### src/rtl/button_pkg.sv
// button_pkg
//   Shared definitions for the push-button conditioner.
//   - chan_state_t      : per-channel debounce FSM state (2-bit)
//   - DB_CYCLES_DEFAULT : default stability window (10 ms at 50 MHz)
//   - DB_CYCLES_MAX     : largest supported window
//   - count_width()     : bits needed for a counter that can reach DB_CYCLES
package button_pkg;

    typedef enum logic [1:0] {
        S_OFF      = 2'd0,
        S_ON_PEND  = 2'd1,
        S_ON       = 2'd2,
        S_OFF_PEND = 2'd3
    } chan_state_t;

    localparam int DB_CYCLES_DEFAULT = 500000;
    localparam int DB_CYCLES_MAX     = (1 << 20) - 1;

    // ceil(log2(cycles+1)): the window counter never has to hold more than
    // cycles-1, but this width keeps DB_CYCLES=1 at a legal 1-bit counter.
    function automatic int count_width(input int cycles);
        return $clog2(cycles + 1);
    endfunction

endpackage

### src/rtl/debounce_channel.sv
// debounce_channel
//   One push-button channel: two-flop synchronizer, four-state debounce FSM
//   and its stability-window counter. The key must read the same level for
//   DB_CYCLES consecutive synchronized samples before the debounced state
//   changes; any disagreeing sample restarts the window from zero.
//
// Ports
//   Clk           in   system clock, rising edge
//   Reset         in   synchronous, active-high
//   btn_n         in   raw asynchronous key, active-low (0 = pressed)
//   level         out  debounced pressed state, active-high (registered)
//   press         out  one-cycle pulse on a debounced press (registered)
//   release_pulse out  one-cycle pulse on a debounced release (registered);
//                      named this way because "release" is a reserved word
module debounce_channel
    import button_pkg::*;
#(
    parameter int DB_CYCLES = DB_CYCLES_DEFAULT   // legal range 1..2^20-1
) (
    input  logic Clk,
    input  logic Reset,
    input  logic btn_n,
    output logic level,
    output logic press,
    output logic release_pulse
);

    localparam int            CW   = count_width(DB_CYCLES);
    localparam logic [CW-1:0] LAST = CW'(DB_CYCLES - 1);

    logic [1:0]    sync_q;
    logic          pressed_s;
    chan_state_t   state;
    chan_state_t   next_state;
    logic [CW-1:0] count;
    logic [CW-1:0] next_count;
    logic          next_level;
    logic          next_press;
    logic          next_release;

    // Synchronizer resets to 1 so a key held through reset is seen as a
    // fresh press once reset is released.
    always_ff @(posedge Clk) begin
        if (Reset) begin
            sync_q <= 2'b11;
        end else begin
            sync_q <= {sync_q[0], btn_n};
        end
    end

    assign pressed_s = ~sync_q[1];

    always_ff @(posedge Clk) begin
        if (Reset) begin
            state         <= S_OFF;
            count         <= '0;
            level         <= 1'b0;
            press         <= 1'b0;
            release_pulse <= 1'b0;
        end else begin
            state         <= next_state;
            count         <= next_count;
            level         <= next_level;
            press         <= next_press;
            release_pulse <= next_release;
        end
    end

    // The pending states count agreeing samples; reaching LAST while the
    // input still agrees commits the change. The counter is cleared on every
    // state change, so it never exceeds LAST and never wraps.
    always_comb begin
        next_state   = state;
        next_count   = count;
        next_press   = 1'b0;
        next_release = 1'b0;

        case (state)
            S_OFF: begin
                if (pressed_s) begin
                    next_state = S_ON_PEND;
                    next_count = '0;
                end
            end
            S_ON_PEND: begin
                if (!pressed_s) begin
                    next_state = S_OFF;
                    next_count = '0;
                end else if (count == LAST) begin
                    next_state = S_ON;
                    next_count = '0;
                    next_press = 1'b1;
                end else begin
                    next_count = count + CW'(1);
                end
            end
            S_ON: begin
                if (!pressed_s) begin
                    next_state = S_OFF_PEND;
                    next_count = '0;
                end
            end
            S_OFF_PEND: begin
                if (pressed_s) begin
                    next_state = S_ON;
                    next_count = '0;
                end else if (count == LAST) begin
                    next_state   = S_OFF;
                    next_count   = '0;
                    next_release = 1'b1;
                end else begin
                    next_count = count + CW'(1);
                end
            end
            default: begin
                next_state = S_OFF;
                next_count = '0;
            end
        endcase

        next_level = (next_state == S_ON) || (next_state == S_OFF_PEND);
    end

endmodule

### src/rtl/button_conditioner.sv
// button_conditioner
//   N_BTN independent debounced push-button channels. Each channel is a
//   debounce_channel instance; this level only fans the buses out.
//
// Ports
//   Clk           in   system clock, rising edge
//   Reset         in   synchronous, active-high
//   btn_n         in   [N_BTN] raw keys, active-low
//   level         out  [N_BTN] debounced pressed state (drives controller Run)
//   press         out  [N_BTN] one-cycle pulse per debounced press
//   release_pulse out  [N_BTN] one-cycle pulse per debounced release
module button_conditioner
    import button_pkg::*;
#(
    parameter int N_BTN     = 3,
    parameter int DB_CYCLES = DB_CYCLES_DEFAULT
) (
    input  logic             Clk,
    input  logic             Reset,
    input  logic [N_BTN-1:0] btn_n,
    output logic [N_BTN-1:0] level,
    output logic [N_BTN-1:0] press,
    output logic [N_BTN-1:0] release_pulse
);

    for (genvar i = 0; i < N_BTN; i++) begin : g_chan
        debounce_channel #(
            .DB_CYCLES(DB_CYCLES)
        ) u_chan (
            .Clk          (Clk),
            .Reset        (Reset),
            .btn_n        (btn_n[i]),
            .level        (level[i]),
            .press        (press[i]),
            .release_pulse(release_pulse[i])
        );
    end

endmodule
### config.mk
export PLATFORM = sky130hd
export DESIGN_NAME = button_conditioner
export DESIGN_NICKNAME = d
export VERILOG_FILES = /design/src/rtl/button_pkg.sv /design/src/rtl/debounce_channel.sv /design/src/rtl/button_conditioner.sv
export SDC_FILE = /design/constraint.sdc
export NUM_CORES = 1
export LEC_CHECK = 0
export BUFFER_PORTS_ARGS = -buffer_cell sky130_fd_sc_hd__clkbuf_2
export CELL_PAD_IN_SITES_DETAIL_PLACEMENT = 1
export CELL_PAD_IN_SITES_GLOBAL_PLACEMENT = 1
export CORE_MARGIN = 2
export CORE_UTILIZATION = 35
export DETAILED_ROUTE_END_ITERATION = 12
export PLACE_DENSITY = 0.61
export RECOVER_POWER = 25
export SLEW_MARGIN = 20
export SYNTH_ARGS = -nofsm -noshare
export SYNTH_HDL_FRONTEND = slang
export SYNTH_SLANG_ARGS = --single-unit
export TNS_END_PERCENT = 1
### constraint.sdc
create_clock -name Clk -period 2.3 [get_ports Clk]
set_clock_uncertainty 0.2 [all_clocks]
set_input_delay 0.115 -clock Clk [delete_from_list [all_inputs] [get_ports Clk]]
set_output_delay 0.115 -clock Clk [all_outputs]
set_load 0.02 [all_outputs]
* Word level (Yosys, flattened, before mapping) *
Index checks and enable logic that the tools add are counted.

word-level totals
  register bits after elaboration = 78
  output and inout port bits = 9
  word-level logic and storage cells = 111
  input port bits = 5

cells by class
  reductions and logical operators = 15
  eq/ne operators = 24
  multiplexer cells = 42
  add/sub/neg operators = 3
  bitwise gates (word level) = 9

operators by type and width
  operator                                                                 number
  19-bit two-way mux                                                       15
  19-bit one-hot mux with 4 select lines                                   3
  19-bit by 1-bit adder with 19-bit output, second input constant          3
  19-bit equality test, second input constant                              3
  2-bit two-way mux                                                        18
  2-bit equality test, second input constant                               12
  2-bit one-hot mux with 4 select lines                                    3
  3-bit OR reduction                                                       6
  1-bit NOT                                                                9
  2-bit by 1-bit equality test with 1-bit output, second input constant    3
  2-bit logical NOT                                                        3
  2-bit by 1-bit inequality test with 1-bit output, second input constant  3
  2-bit inequality test, second input constant                             3
  2-bit AND reduction                                                      3
  1-bit logical OR                                                         3
  1-bit two-way mux                                                        3

* Longest topological paths before layout *
Gate-level depths: netlist (run 1).

  depth after elaboration = 6
  depth in mapped cells = 8
  depth with buffers taken out = 6

* Cells and area by module *
Synthesis (run 1) repeated with hierarchy kept, for this count alone.

unflattened totals
  cell total of the unflattened synthesis = 455
  area total of the unflattened synthesis = 3921.3 um^2

by module, submodules not included
  module                                seq. area each (um^2)  cells each  area each (um^2)  times used
  debounce_channel at g_chan[2].u_chan  520.5                  162         1398.8            1
  debounce_channel at g_chan[0].u_chan  520.5                  143         1268.7            1
  debounce_channel at g_chan[1].u_chan  520.5                  150         1253.7            1

* Worst setup path before layout (run 1) *
OpenSTA, ideal clock, no wires.

  path kind = reg-to-reg
  start point = reg g_chan[0].u_chan.count[6]
  end point = reg g_chan[0].u_chan.count[11]
  buffers on the path = 0
  required time = 1.973 ns
  path slack = 0.165 ns
  arrival = 1.808 ns
  library setup time = 0.127 ns
  cell stages (with the launch flop) = 6
  period minus slack after synthesis = 2.135 ns
  cell sequence = dfxtp_1 > or4b_4 > nor4_4 > a211oi_2 > and3_1 > or3_1

on the way
  word-level cells in the longest chain between the ends = 4
  elaborated cells on any way between the ends = 6
  classes of those cells = add/sub: 1; eq/ne: 1; mux: 4

ends and longest elaborated chain
  element                                                                                  line                                             source
  start, declared                                                                          debounce_channel.sv:35                           logic [CW-1:0] count;
  start signal, assigned                                                                   debounce_channel.sv:62                           count <= next_count;
  19-bit by 1-bit adder with 19-bit output / 19-bit equality test (equally long branches)  n/a
  19-bit two-way mux *                                                                     debounce_channel.sv:89, debounce_channel.sv:107
  19-bit two-way mux (on tied branches)                                                    debounce_channel.sv:104, debounce_channel.sv:86
  19-bit one-hot mux with 4 select lines *                                                 debounce_channel.sv:78                           case (state)

Every way passes the cells marked *; elsewhere a longest branch is shown, timed or not.
A chain may end at the register's enable or synchronous reset.

* Worst setup path in the final report (run 1) *
  start point = reg g_chan[2].u_chan.count[6]
  end point = reg g_chan[2].u_chan.count[14]

on the way
  word-level cells in the longest chain between the ends = 4
  elaborated cells on any way between the ends = 6
  classes of those cells = add/sub: 1; eq/ne: 1; mux: 4

ends and longest elaborated chain
  element                                                                                  line
  start, declared                                                                          debounce_channel.sv:35
  start signal, assigned                                                                   debounce_channel.sv:62
  19-bit by 1-bit adder with 19-bit output / 19-bit equality test (equally long branches)  n/a
  19-bit two-way mux *                                                                     debounce_channel.sv:89, debounce_channel.sv:107
  19-bit two-way mux (on tied branches)                                                    debounce_channel.sv:104, debounce_channel.sv:86
  19-bit one-hot mux with 4 select lines *                                                 debounce_channel.sv:78

Marked as above.

==> key figures, run 1 <==
Yosys
  • Flops & latches, synth: 78
  • Post-synth ARST share: 0
  • Syn_nets: 447
  • Post-Syn Area per Cell: 8.44 sq um
  • Distinct cells, synth: 48
  • Commonest register cell after synthesis: dfxtp_1
  • Synth Instances: 439
  • Seq/Total Area, Yosys: 0.421
  • Synthesized area: 3710 sq um
  • Ys Warns: 0
  • Post-synth EDFFs: 0

Drt
  • Final Routed Wirelength: 9.43 mm
  • Vias per cell: 5.29
  • Routed Antenna Nets: 0
  • Number of DRC markers in iteration 0: 101
  • DRC violations left: 0
  • Routed via count: 3291
  • DR WL/cell: 15.2 microns
  • Drt pass-1 iters: 4

Global route
  • First-pass GRT wire length: 15.8 mm
  • Tot GR Track Use: 0.173
  • Initial antenna violation count: 0
  • GRT overflow: 0
  • Number of global-route vias before repair: 3175
  • Largest net degree at the start of global routing: 29

Worst setup path
  • CP Data Arrival Time: 2.29 ns
  • Worst Path Required: 2.35 ns
  • Worst setup EP type: register
  • Crit Path Max Fanout: 10
  • CP Launch Type: register
  • Crit Path Category: reg2reg

Clock network
  • Clock sinks: 78
  • Worst-Skew Late Latency: 0.35 ns
  • Clk slew on worst S/H paths: 0.09 ns
  • Root buffer cell: clkbuf_8
  • CTS tree: done
  • # H-tree levels: 3
  • Longest Clk Path Bufs: 2
  • CTS buffer count: 9

STA
  • Slew Limit Headroom: 0.396
  • Slew Viols, Final: 0
  • Max Fclk: 446 MHz
  • Count of final hold-check violations: 0
  • Finish-stage setup viols: 0
  • Unrepaired setup endpoints after global routing: true
  • Tcrit/Tclk final: 0.974
  • Final min period: 2.24 ns
  • Worst-Margin Slew: 0.899 ns

Pwr
  • Static Leak: 1.61 nW
  • VDD IR max: 0.000282 V
  • Cell Pwr Density: 571 nW/um^2

Final layout
  • Ant diodes: 0
  • Final-stage net count: 489
  • Fin util: 0.419
  • Fillers: 1264
  • Multi-input combinational cell area: 2030 sq um
  • Layout cells sized above 1: 0.150
  • Non-filler cells, final: 622
  • Area growth, synth to finish: 16.7%
  • Sequential Area: 1560 sq um

Floorplanning
  • Die height: 107 microns
  • Rows: 37
  • Die area: 11400 sq um
  • Number of placed I/O pins: 14
  • Starting Density: 0.359
  • Die X: 107 microns
  • Core ar.: 10300 sq um

Status
  • Status: completed

Placement
  • IO buf count: 13
  • Post-DP HPWL: 6.94 mm
  • RD Place Congestion: 0.824
  • Placed Cells: 602

Hold path
  • Hold Crit Class: reg2reg

Job
  • Max-cap viol count: 0
==> cell usage in the layout, fill, tap and decap left out, types with 3 or more instances in the layout <==
master and count:
a22o_1 6, nand2b_1 5, nand4b_1 3, and3_1 12
and3b_1 3, clkbuf_1 10, inv_1 9, mux2i_1 4
o21ai_0 14, a31oi_1 18, clkinv_2 3, clkbuf_2 4
or2_2 8, nor4_4 3, xor2_1 3, nand2_1 45
and4_1 3, nand4_1 9, nor3_1 12, dfxtp_1 78
ha_1 3, nand3b_1 6, o211ai_1 5, a21o_1 6
nor4_1 9, or3_1 7, dlygate4sd3_1 4, buf_4 33
a21oi_1 24, a22oi_1 5, nand3_1 35, nor2_1 48
clkbuf_8 9, xnor2_1 11, nand4bb_1 3
==> critical path, stage by stage (launching register included) <==
cell,delay [ns]
dfxtp_1,0.32
or4b_1,0.57
nor4_4,0.42
a211oi_2,0.25
a21o_1,0.22
a22o_1,0.17
==> registers in the layout (all words and copies together) (netlist names) <==
| register | cells |
|---|---|
| g_chan.u_chan.level | 3 |
| g_chan.u_chan.state | 6 |
| g_chan.u_chan.press | 3 |
| g_chan.u_chan.sync_q | 6 |
| g_chan.u_chan.release_pulse | 3 |
| g_chan.u_chan.count | 57 |
==> path summary, 6_finish.rpt <==
check                             startpoint                          to  slack (ns)  cells after the start
hold / removal    g_chan[2].u_chan.sync_q[0]  g_chan[2].u_chan.sync_q[1]        0.21                      1
setup reg to reg   g_chan[2].u_chan.count[6]  g_chan[2].u_chan.count[14]        0.06                      5
hold reg to reg   g_chan[2].u_chan.sync_q[0]  g_chan[2].u_chan.sync_q[1]        0.21                      1
setup / recovery   g_chan[2].u_chan.count[6]  g_chan[2].u_chan.count[14]        0.06                      5
==> layout make-up <==
class,count,area share
Clock buffer,10,0.0295
Clock inverter,6,0.0145
Inverter,9,0.00781
Multi-Input combinational cell,333,0.469
Sequential cell,78,0.361
Tap cell,136,0.0393
Timing Repair Buffer,50,0.0789
==> Yosys cell counts, types with 3 or more instances <==
cell       count  area (sq um)
a211oi_1       3          22.5
a21o_1         6          45.0
a21oi_1       24           120
a22o_1         6          52.6
a22oi_1        5          37.5
a31oi_1       18           113
and3_1        12          75.1
and3b_1        3          26.3
and4_1         3          26.3
buf_4         10          75.1
clkbuf_1       7          26.3
dfxtp_1       78          1560
ha_1           3          37.5
inv_1          9          33.8
mux2i_1        5          50.1
nand2_1       45           169
nand2b_1       5          31.3
nand3_1       35           175
nand3b_1       6          45.0
nand4_1        9          56.3
nand4b_1       3          26.3
nand4bb_1      3          33.8
nor2_1        48           180
nor3_1        13          65.1
nor4_1         9          56.3
o211ai_1       5          37.5
o21ai_0       14          70.1
or2_2          8          50.1
or3_1          7          43.8
xnor2_1       11          96.3
xor2_1         3          26.3
==> metal layers <==
metal	track usage	part of all wire	wire (microns)
met1	0.241	0.51	4800
met2	0.274	0.47	4430
met3	0.0334	0.015	139
met4	0.0492	0.0068	64
met5	0	0	0
==> stage by stage <==
stage	cell area [sq um]	setup WS [ns]	hold WS [ns]	setup TNS (ns)	total power, mW
4_1_cts	4310	0.0438	0.226	0	2.51
5_1_grt	4330	-0.0412	0.229	-0.176	2.58
6_report	4330	0.0596	0.211	0	2.47
3_3_place_gp	4080	0.114	0.105	0	1.47
3_5_place_dp	4080	0.0648	0.104	0	1.48
2_1_floorplan	3710	0.165	0.0188	0	1.44
==> report_power, final <==
part | total, mW | switching, mW | internal (mW)
Combinational | 0.0876 | 0.0548 | 0.0327
Sequential | 1.36 | 0.00541 | 1.36
Clock | 1.02 | 0.521 | 0.501
==> timing repair <==
action / 4_1_cts / 5_1_grt
endpoints found under the hold margin: 7 / 0
hold buffers: 4 / 0
endpoints found under the setup margin: 0 / 30
buffers inserted: 0 / 0
resized for setup: 0 / 5
==> kinds of logic (layout without fill, tap and decap cells) <==
kind of cell    count (synthesis)  in the layout  share of synthesized area
compound gates                 88             88                      0.153
xor+xnor                       14             14                     0.0331
fa+ha+maj                       3              3                     0.0101
buf+inv                        28             75                     0.0408
flops                          78             78                      0.421
mux                             5              5                     0.0135
simple gates                  223            223                      0.328
No activity file was read; power rests on OpenSTA's default activity.
==> inputs of run 2 (changes only) <==
Settings changed: SYNTH_HIERARCHICAL from default to 1.
==> run 2 against run 1 <==
Sequential cell count unchanged. Area after synthesis increased by 5.8%. Largest cell class unchanged. Worst setup slack better by 0.11 ns. Hold slack gained 0.0061 ns. Non-clock buffer count decreased by 14. Clock power is 19% higher. Synthesized cell count rose by 3.6%. First-iteration DRC count is 100% higher. Via count grew 8.3%.
==> key figures, run 2 <==
Worst setup path
  • Crit Path Max Fanout: 6 (-4)
  • Crit Path Category: reg2reg
  • Worst Path Required: 2.40 ns (+0.05 ns)
  • CP Data Arrival Time: 2.23 ns (-0.06 ns)
  • Worst setup EP type: register
  • CP Launch Type: register
  • Critical R2R Launch: g_chan[1].u_chan/count[3]
  • CP Launch Point: g_chan[1].u_chan/count[3]

STA
  • Max Fclk: 469 MHz (+5.1%)
  • Setup TNS: 0 ns (unchanged)
  • Tcrit/Tclk final: 0.927 (-0.0475)
  • Finish-stage setup viols: 0 (unchanged)
  • Count of final hold-check violations: 0 (unchanged)
  • Slew Limit Headroom: 0.522 (+0.126)
  • Worst-Margin Slew: 0.717 ns (-0.183 ns)
  • Final min period: 2.13 ns (-0.109 ns)
  • Unrepaired setup endpoints after global routing: false
  • Slew Viols, Final: 0 (unchanged)

Final layout
  • Fillers: 1325 (+4.8%)
  • Max reg flops: 57 (unchanged)
  • Area growth, synth to finish: 14.9%
  • Layout cells sized above 1: 0.155 (+0.00458)
  • Commonest non-fill, non-tap cell in the layout: dfxtp_1
  • Top reg by flops: g_chan.u_chan/count
  • Top Registers: g_chan.u_chan/count (57), g_chan.u_chan/state (6), g_chan.u_chan/sync_q (6)
  • Ant diodes: 0 (unchanged)
  • Commonest non-fill, non-tap cells in the layout: dfxtp_1 (78), nand2_1 (35), nor2_1 (31), a21oi_1 (30), o21ai_0 (24)
  • Final-stage net count: 494 (+1.0%)

Hold path
  • Hold Crit Start: g_chan[0].u_chan/sync_q[0]
  • Hold Crit Class: reg2reg

Floorplanning
  • Rows: 38 (+2.7%)
  • Starting Density: 0.360 (+0.00104)
  • Die X: 110 microns (+2.7%)
  • Number of placed I/O pins: 14 (unchanged)
  • Die area: 12100 sq um (+5.5%)
  • Core ar.: 10900 sq um (+5.5%)
  • Die height: 110 microns (+2.7%)

Pwr
  • Total power: 2.66 mW (+7.8%)
  • Static Leak: 1.41 nW (-12%)
  • Cell Pwr Density: 591 nW/um^2 (+3.6%)
  • VDD IR max: 0.000338 V (+20%)

Yosys
  • Synth Instances: 455 (+3.6%)
  • Seq/Total Area, Yosys: 0.398 (-0.0230)
  • Post-Syn Area per Cell: 8.62 sq um (+2.1%)
  • Largest cells by area after synthesis: dfxtp_1 (40%), a21oi_1 (3.8%), nand2_1 (3.4%), nand3_1 (3.1%), o21ai_0 (3.1%)
  • Yosys top cell area share: 0.398 (-0.0230)
  • Commonest register cell after synthesis: dfxtp_1
  • Synth area leader: dfxtp_1
  • Syn_nets: 463 (+3.6%)
  • Post-synth ARST share: 0 (unchanged)
  • Post-synth EDFFs: 0 (unchanged)
  • Ys Warns: 6 (+6)
  • Distinct cells, synth: 64 (+33%)
  • Synthesized area: 3920 sq um (+5.8%)
  • Flops & latches, synth: 78 (unchanged)
  • Post-synth top cells: dfxtp_1 (78), nand2_1 (35), nor2_1 (32)
  • Top-count cell post-synth: dfxtp_1

Global route
  • GRT Max-Usage Layer: met2
  • Met2 usage: 0.288 (+0.0140)
  • Initial antenna violation count: 0 (unchanged)
  • Largest net degree at the start of global routing: 31 (+6.9%)
  • Number of global-route vias before repair: 3454 (+8.8%)
  • Met3 usage: 0.0320 (-0.00143)
  • GRT overflow: 0 (unchanged)
  • First-pass GRT wire length: 17.2 mm (+8.6%)
  • Met1 GRT Util: 0.246 (+0.00488)
  • Tot GR Track Use: 0.183 (+0.00980)

Job
  • Max-cap viol count: 0 (unchanged)

Placement
  • IO buf count: 13 (unchanged)
  • RD Place Congestion: 0.793 (-3.7%)
  • Post-DP HPWL: 7.36 mm (+6.1%)

Drt
  • Routed via count: 3564 (+8.3%)
  • Vias per cell: 5.65 (+6.8%)
  • Routed Antenna Nets: 0 (unchanged)
  • DRC violations left: 0 (unchanged)
  • Number of DRC markers in iteration 0: 206 (+100%)
  • Drt pass-1 iters: 4 (unchanged)
  • Final Routed Wirelength: 10.3 mm (+8.8%)
  • DR WL/cell: 16.3 microns (+7.3%)

Clock network
  • Worst-Skew Late Latency: 0.38 ns (+0.03 ns)
  • Clock sinks: 78 (unchanged)
  • Root buffer cell: clkbuf_8
  • CTS tree: done
  • Longest Clk Path Bufs: 2 (unchanged)
  • # H-tree levels: 3 (unchanged)
  • CTS buffer count: 9 (unchanged)
  • Clk slew on worst S/H paths: 0.09 ns (about the same)

Status
  • Status: completed
[run 2: metrics by stage]
| step | setup WS [ns] | instances | hold slack, ns | area [sq um] | util |
|---|---|---|---|---|---|
| 2_1_floorplan | 0.302 | 455 | 0.0188 | 3920 | - |
| 3_3_place_gp | 0.146 | 611 | 0.0969 | 4240 | 0.389 |
| 3_5_place_dp | 0.0458 | 611 | 0.102 | 4240 | 0.389 |
| 4_1_cts | 0.0475 | 631 | 0.220 | 4510 | 0.414 |
| 5_1_grt | 0.00818 | 631 | 0.242 | 4510 | 0.414 |
| 6_report | 0.169 | 631 | 0.217 | 4510 | 0.414 |
[run 2: where the power goes]
part / switching (mW) / total, mW / leakage (nW) / internal, mW
clock: 0.562 / 1.21 / 0.113 / 0.648
combinational: 0.0611 / 0.0925 / 0.665 / 0.0314
sequential: 0.00702 / 1.36 / 0.630 / 1.36
[run 2: cell families (layout without fill, tap and decap cells)]
logic type      Yosys count  in the layout  synth area share
simple gates            202            202             0.290
compound gates          119            119             0.209
flops                    78             78             0.398
buf+inv                  33             69            0.0357
xor+xnor                 14             14            0.0418
mux                       6              6            0.0153
fa+ha+maj                 3              3           0.00957
[run 2: final cells by class]
cell class	instances	area, sq um	share of cell area
clock buffer	10	138	0.0305
clock inverter	6	93.8	0.0208
inverter	17	63.8	0.0142
multi-input combinational	344	2230	0.494
sequential	78	1560	0.347
tap	140	175	0.0389
timing repair buffer	36	248	0.0550
[run 2: routing by layer]
metal / part of all wire / up-vias
li1: - / 1781
met1: 0.50 / 1742
met2: 0.46 / 28
met3: 0.020 / 13
met4: 0.018 / 0
met5: 0 / -
[run 2: path summary, 6_finish.rpt]
| path | depth (start not counted) | slack [ns] | to |
|---|---|---|---|
| max | 5 | 0.17 | g_chan[1].u_chan/count[15] |
| min | 1 | 0.22 | g_chan[0].u_chan/sync_q[1] |
| max reg2reg | 5 | 0.17 | g_chan[1].u_chan/count[15] |
| min reg2reg | 1 | 0.22 | g_chan[0].u_chan/sync_q[1] |
[run 2: worst max-delay path, cell delays in order (launching register included)]
cell	delay, ns
dfxtp_1	0.41
nand4_1	0.21
or4_1	0.58
or2_1	0.27
or3_1	0.30
o21ai_0	0.08
[run 2: repair_timing]
| item | 4_1_cts | 5_1_grt |
|---|---|---|
| hold buffers | 4 | 0 |
| hold endpoints to repair | 6 | 0 |
| buffers inserted | 0 | 0 |
| setup endpoints to repair | 0 | 13 |
| gates resized for setup | 0 | 5 |
